<file path="config.mk">
export PLATFORM = sky130hd
export DESIGN_NAME = mux_scan_ctrl
export DESIGN_NICKNAME = d
export VERILOG_FILES = /design/src/rtl/mux_scan_ctrl.sv
export SDC_FILE = /design/constraint.sdc
export NUM_CORES = 1
export LEC_CHECK = 0
export CORE_ASPECT_RATIO = 1.25
export CORE_UTILIZATION = 40
export CTS_CLUSTER_DIAMETER = 80
export DETAILED_ROUTE_END_ITERATION = 8
export PLACE_DENSITY = 0.76
export SLEW_MARGIN = 0
export SYNTH_ARGS = -nofsm -noshare
export SYNTH_HDL_FRONTEND = slang
export SYNTH_SLANG_ARGS = --single-unit
export TNS_END_PERCENT = 5
</file>
<file path="constraint.sdc">
create_clock -name clk -period 5.4 [get_ports clk]
set_clock_uncertainty 0.1 [all_clocks]
set_input_delay 1.08 -clock clk [delete_from_list [all_inputs] [get_ports clk]]
set_output_delay 1.08 -clock clk [all_outputs]
set_load 0.02 [all_outputs]
</file>
<file path="src/rtl/mux_scan_ctrl.sv">
// Scan sequencer for an 8:1 byte mux: steps sel over a masked channel set,
// waits out the settle time, then hands each sample downstream via valid/ready.
module mux_scan_ctrl #(
    parameter int NUM_CH = 8,
    parameter int SEL_W  = 3,
    parameter int DATA_W = 8,
    parameter int SETTLE = 1
) (
    input  logic              clk,
    input  logic              reset,
    input  logic              start,
    input  logic [NUM_CH-1:0] chan_mask,
    output logic [SEL_W-1:0]  sel,
    input  logic [DATA_W-1:0] y_in,
    output logic [DATA_W-1:0] out_data,
    output logic [SEL_W-1:0]  out_chan,
    output logic              out_valid,
    input  logic              out_ready,
    output logic              busy,
    output logic              done
);

    typedef enum logic [1:0] {
        S_IDLE,
        S_SETTLE,
        S_WAIT
    } state_t;

    localparam logic [3:0] SETTLE_LAST = 4'(SETTLE - 1);

    state_t              state_q;
    logic [NUM_CH-1:0]   mask_q;
    logic [3:0]          cnt_q;
    logic [SEL_W-1:0]    sel_q;
    logic [DATA_W-1:0]   data_q;
    logic [SEL_W-1:0]    chan_q;
    logic                valid_q;
    logic                busy_q;
    logic                done_q;

    logic                first_hit;
    logic [SEL_W-1:0]    first_idx;
    logic                next_hit;
    logic [SEL_W-1:0]    next_idx;

    // Descending walk so the lowest qualifying channel wins.
    always_comb begin
        first_hit = 1'b0;
        first_idx = '0;
        next_hit  = 1'b0;
        next_idx  = '0;
        for (int i = NUM_CH - 1; i >= 0; i--) begin
            if (chan_mask[i]) begin
                first_hit = 1'b1;
                first_idx = SEL_W'(i);
            end
            if (mask_q[i] && (i > int'(sel_q))) begin
                next_hit = 1'b1;
                next_idx = SEL_W'(i);
            end
        end
    end

    always_ff @(posedge clk) begin
        if (reset) begin
            state_q <= S_IDLE;
            mask_q  <= '0;
            cnt_q   <= '0;
            sel_q   <= '0;
            data_q  <= '0;
            chan_q  <= '0;
            valid_q <= 1'b0;
            busy_q  <= 1'b0;
            done_q  <= 1'b0;
        end else begin
            done_q <= 1'b0;
            unique case (state_q)
                S_IDLE: begin
                    if (start) begin
                        if (first_hit) begin
                            mask_q  <= chan_mask;
                            sel_q   <= first_idx;
                            cnt_q   <= '0;
                            busy_q  <= 1'b1;
                            state_q <= S_SETTLE;
                        end else begin
                            done_q <= 1'b1;
                        end
                    end
                end
                S_SETTLE: begin
                    if (cnt_q == SETTLE_LAST) begin
                        data_q  <= y_in;
                        chan_q  <= sel_q;
                        valid_q <= 1'b1;
                        state_q <= S_WAIT;
                    end else begin
                        cnt_q <= cnt_q + 4'd1;
                    end
                end
                S_WAIT: begin
                    if (out_ready) begin
                        valid_q <= 1'b0;
                        if (next_hit) begin
                            sel_q   <= next_idx;
                            cnt_q   <= '0;
                            state_q <= S_SETTLE;
                        end else begin
                            done_q  <= 1'b1;
                            busy_q  <= 1'b0;
                            state_q <= S_IDLE;
                        end
                    end
                end
                default: begin
                    state_q <= S_IDLE;
                    busy_q  <= 1'b0;
                    valid_q <= 1'b0;
                end
            endcase
        end
    end

    assign sel       = sel_q;
    assign out_data  = data_q;
    assign out_chan  = chan_q;
    assign out_valid = valid_q;
    assign busy      = busy_q;
    assign done      = done_q;

endmodule

</file>
# Yosys cells after proc, flatten, opt, wreduce, memory -nomap -nowiden
# Cells that the tools add are included.
dict set report op_classes {
  add_sub_neg 1
  magnitude_cmp 7
  eq_ne 9
  n_mux 60
  n_bitwise 2
  n_reduce_logical 18
}
# operator n
set op_table {}
lappend op_table {{$mux 3} 19}
lappend op_table {{$mux 1} 26}
lappend op_table {{$mux 4} 5}
lappend op_table {{$ne 2x2->1 const B} 7}
lappend op_table {{$gt 3x3->1 const A} 4}
lappend op_table {{$pmux 4 s3} 1}
lappend op_table {{$reduce_and 5->1} 2}
lappend op_table {{$mux 2} 4}
lappend op_table {{$logic_and 1x1->1} 7}
lappend op_table {{$gt 2x3->1 const A} 2}
lappend op_table {{$pmux 1 s3} 2}
lappend op_table {{$pmux 2 s3} 1}
lappend op_table {{$pmux 3 s2} 1}
lappend op_table {{$reduce_and 3->1} 2}
lappend op_table {{$reduce_and 6->1} 1}
lappend op_table {{$add 4x1->4 const B} 1}
lappend op_table {{$logic_not 4->1} 1}
lappend op_table {{$reduce_and 4->1} 1}
lappend op_table {{$gt 1x3->1 const A} 1}
lappend op_table {{$reduce_bool 3->1} 1}
lappend op_table {{$eq 2x1->1 const B} 1}
lappend op_table {{$eq 2x2->1 const B} 1}
lappend op_table {{$logic_not 2->1} 1}
lappend op_table {{$not 1->1} 2}
lappend op_table {{3 further kinds} 3}
dict set report totals {
  regBits 31
  output_inout_bits 17
}

# Depth between registers and ports, before layout
dict set report logic_depth {
  ltp_word 12
  mapped_depth 8
  mapped_depth_nobuf 7
}

# Worst setup path before layout
# OpenSTA, ideal clock, no wires.
dict set report synth_path {
  path_type {in2reg}
  from {input start}
  to {register sel_q[1], in the netlist sel[1]}
  setup_time_ns 0.121
  t_arrival_ns 2.444
  required_time_ns 5.179
  setup_slack_ns 2.735
  stages 6
  n_path_buf 1
  cell_sequence {buf_4 -> and2b_1 -> nor2_1 -> a221o_1 -> or3_4 -> mux2_4}
}
dict set report synth_between {
  elab_chain_cells 2
}
# element line_no
set synth_rtl {}
lappend synth_rtl {{from (decl)} 11} ;# input logic start,
lappend synth_rtl {{$ne 2x2->1 (no line)} n/a}
lappend synth_rtl {{$reduce_and 5->1 (no line)} n/a}
lappend synth_rtl {{to (signal assigned)} 82} ;# sel_q <= first_idx;
lappend synth_rtl {{to (signal assigned)} 105} ;# sel_q <= next_idx;
lappend synth_rtl {{to (decl)} 34} ;# logic [SEL_W-1:0] sel_q;
# Every way passes these cells.
# A chain may end at the register's enable or synchronous reset.

# Worst setup path in the final report
# Ends and elaborated chain as after synthesis.

==> results.cfg <==
[timing]
hold_slack_ns = 0.357
fin_crit_sh = 0.565
fin_setup_tns_ns = 0
slew_viol_final = 0
relSlewSlack = 0.575
hold_violations = 0
fin_crit_ns = 3.05
grt_setup_unrepaired = false
tightestPinTransition_ns = 0.635
finalSetupViolCount = 0
clock.fmax_mhz = 328

[placed_design]
port_buffers = 36
place.gp.congestion = 0.883
placed_cells = 260
dpl.hpwl_mm = 2.68

[hold_path]
hold_depth = 2
min_from = out_data[4]$_SDFFE_PP0P_
holdPathEnd = out_data[4]$_SDFFE_PP0P_
hp-class = flip-flop to flip-flop

[clock_tree]
cts_buffers = 5
clockBufferDepth = 2
cts-resized-gates = 0
cts_sinks = 30
clock_latency_ns = 0.29
postCtsSetupRepairBufs = 0
tritoncts = built
cts_root_buf = clkbuf_8
htreeDepth = 2
ctsHoldBuffers = 0
clkTransAtPathRegs_ns = 0.07

[global_routing]
grt_pass1_wl_mm = 6.29
grt.overflow.total = 0
track_usage = 0.198
antenna_found_initial = 0
grt_pass1_vias = 1426
grt_max_degree = 34

[power_and_ir_drop]
switching_share = 0.353
internal_power_mw = 0.452
p_clk_frac = 0.274
power_frac_comb = 0.317
ir_worst_vdd_mv = 0.206
power-per-cell-area_mw_per_mm2 = 347
p_seq_frac = 0.409
power_switching_mw = 0.246
leakagePower_nw = 0.729

[critical_path]
timing.rr.start = cnt_q[0]$_SDFFE_PP0P_
cp.arrival_ns = 3.13
rr_endpoint = sel[1]$_SDFFE_PP0P_
r2r_setup_slack_ns = 3.00
worstSetupStartpointType = input port
endpoint_kind = flip-flop
rr_worst_depth = 7
cp.required_ns = 5.48
critPathMaxFanout = 10
critPathKind = input port to flip-flop

[synthesis]
synth_fp_nets = 216
synth_cells = 194
syn_area_per_cell_sq_um = 8.00
synth_common_cells = 35 x nand2_1, 30 x dfxtp_1, 24 x a21oi_1, 11 x nor2_1, 10 x nand3_1
yosysUniqueCellTypes = 43
netlist.area_leader.share = 0.387
synth_top_cell_by_area = dfxtp_1
synth_edf_count = 0
yosysMostFrequentCell = nand2_1
ys_async_sr_fraction = 0
synth-seq-cells = 30
synthesis.area_sq_mm = 0.00155
ys_seq_area_frac = 0.387
ys_warn_count = 0
yosys-top-cells-area = dfxtp_1 39%, nand2_1 8.5%, a21oi_1 7.7%
ys.flop_type = dfxtp_1

[route]
route.detailed.drc = 0
drtAntennaViolNets = 0
vias = 1526
avgViaCountPerCell = 5.69
routed_wirelength_mm = 3.86
post_drt_wl_per_cell_um = 14.4
drt_iter0_drc = 49
dr.pass1.iters = 4

[die]
die_height_um = 71.6
start_util = 0.431
fp.coreArea_sq_mm = 0.00360
dieArea_sq_mm = 0.00413
ioPinCount = 37
row_count = 24
die-width_um = 57.7

[flow_run]
maxCapViolCount = 0

[cells_and_area]
fin_cells = 268
drive_above_1_share = 0.0655
diodes = 0
nets = 250
syn_to_final_growth_pct = 29.7

[run_status]
outcome = finished, final reports clean
-- area by class of cell --
class,instances,area [sq um]
multi-input combinational,148,877
fill,338,1590
timing repair buffer,37,368
clock buffer,6,82.6
inverter,6,22.5
clock inverter,2,12.5
tap,39,48.8
sequential,30,601
-- per-layer routing --
metal,global-route usage,up-vias,wire [um]
li1,-,756,-
met1,0.244,707,1670
met2,0.323,53,1890
met3,0.0433,10,210
met4,0.103,0,97
met5,0,-,0
-- critical path, stage by stage --
cell	delay, ns
clkdlybuf4s50_1	0.68
and2b_1	0.20
nor2_1	0.06
a221o_1	0.41
or3_4	0.40
mux2_4	0.30
-- stage by stage --
stage                      util  power (mW)  setup slack, ns  instance area, sq um
after global routing      0.558       0.734             2.26                  2010
after detailed placement  0.532       0.509             2.07                  1920
after floorplan               -       0.432             2.73                  1550
final                     0.558       0.698             2.35                  2010
after CTS                 0.558       0.702             2.37                  2010
after global placement    0.532       0.506             2.10                  1920
-- kinds of logic after synthesis --
group | share of synthesized area
AOI/OAI and AO/OA | 0.217
and+or+nand+nor | 0.291
DFF | 0.387
adders and majority gates | 0.0161
xor gates and xnor gates | 0.00565
muxes | 0.0355
buffers and inverters | 0.0476
-- power by group through the flow --
stage               clock network, mW  logic, mW  registers [mW]
CTS                             0.196      0.222           0.285
global placement                    0      0.217           0.289
detailed placement                  0      0.220           0.289
finish                          0.192      0.222           0.285
global route                    0.203      0.242           0.289
floorplan                           0      0.139           0.293
-- layout by cell type (no fill, tap or decap), types with 3 or more instances in the layout --
master            n
clkdlybuf4s50_1  36
nand2_1          35
dfxtp_1          30
a21oi_1          24
nor2_1           11
nand3_1          10
nand2b_1          9
inv_1             6
clkbuf_8          6
nor2b_1           5
nor3b_1           4
o21ai_0           4
mux2i_1           4
or4_1             3
a211oi_1          3
-- worst max path at each step --
stage / start / cells past startpoint / slack (ns) / to
floorplan: start / 6 / 2.73 / sel[1]$_SDFFE_PP0P_
global placement: start / 6 / 2.10 / sel[1]$_SDFFE_PP0P_
detailed placement: start / 6 / 2.07 / sel[1]$_SDFFE_PP0P_
CTS: start / 6 / 2.37 / sel[1]$_SDFFE_PP0P_
global route: start / 6 / 2.26 / sel[1]$_SDFFE_PP0P_
finish: start / 6 / 2.35 / sel[1]$_SDFFE_PP0P_
-- flip-flops by register name (all words and copies together), names as in the netlist --
signal,count
busy,1
cnt_q,4
done,1
mask_q,7
out_chan,3
out_data,8
out_valid,1
sel,3
state_q,2
(Power assumes the default switching activity.)
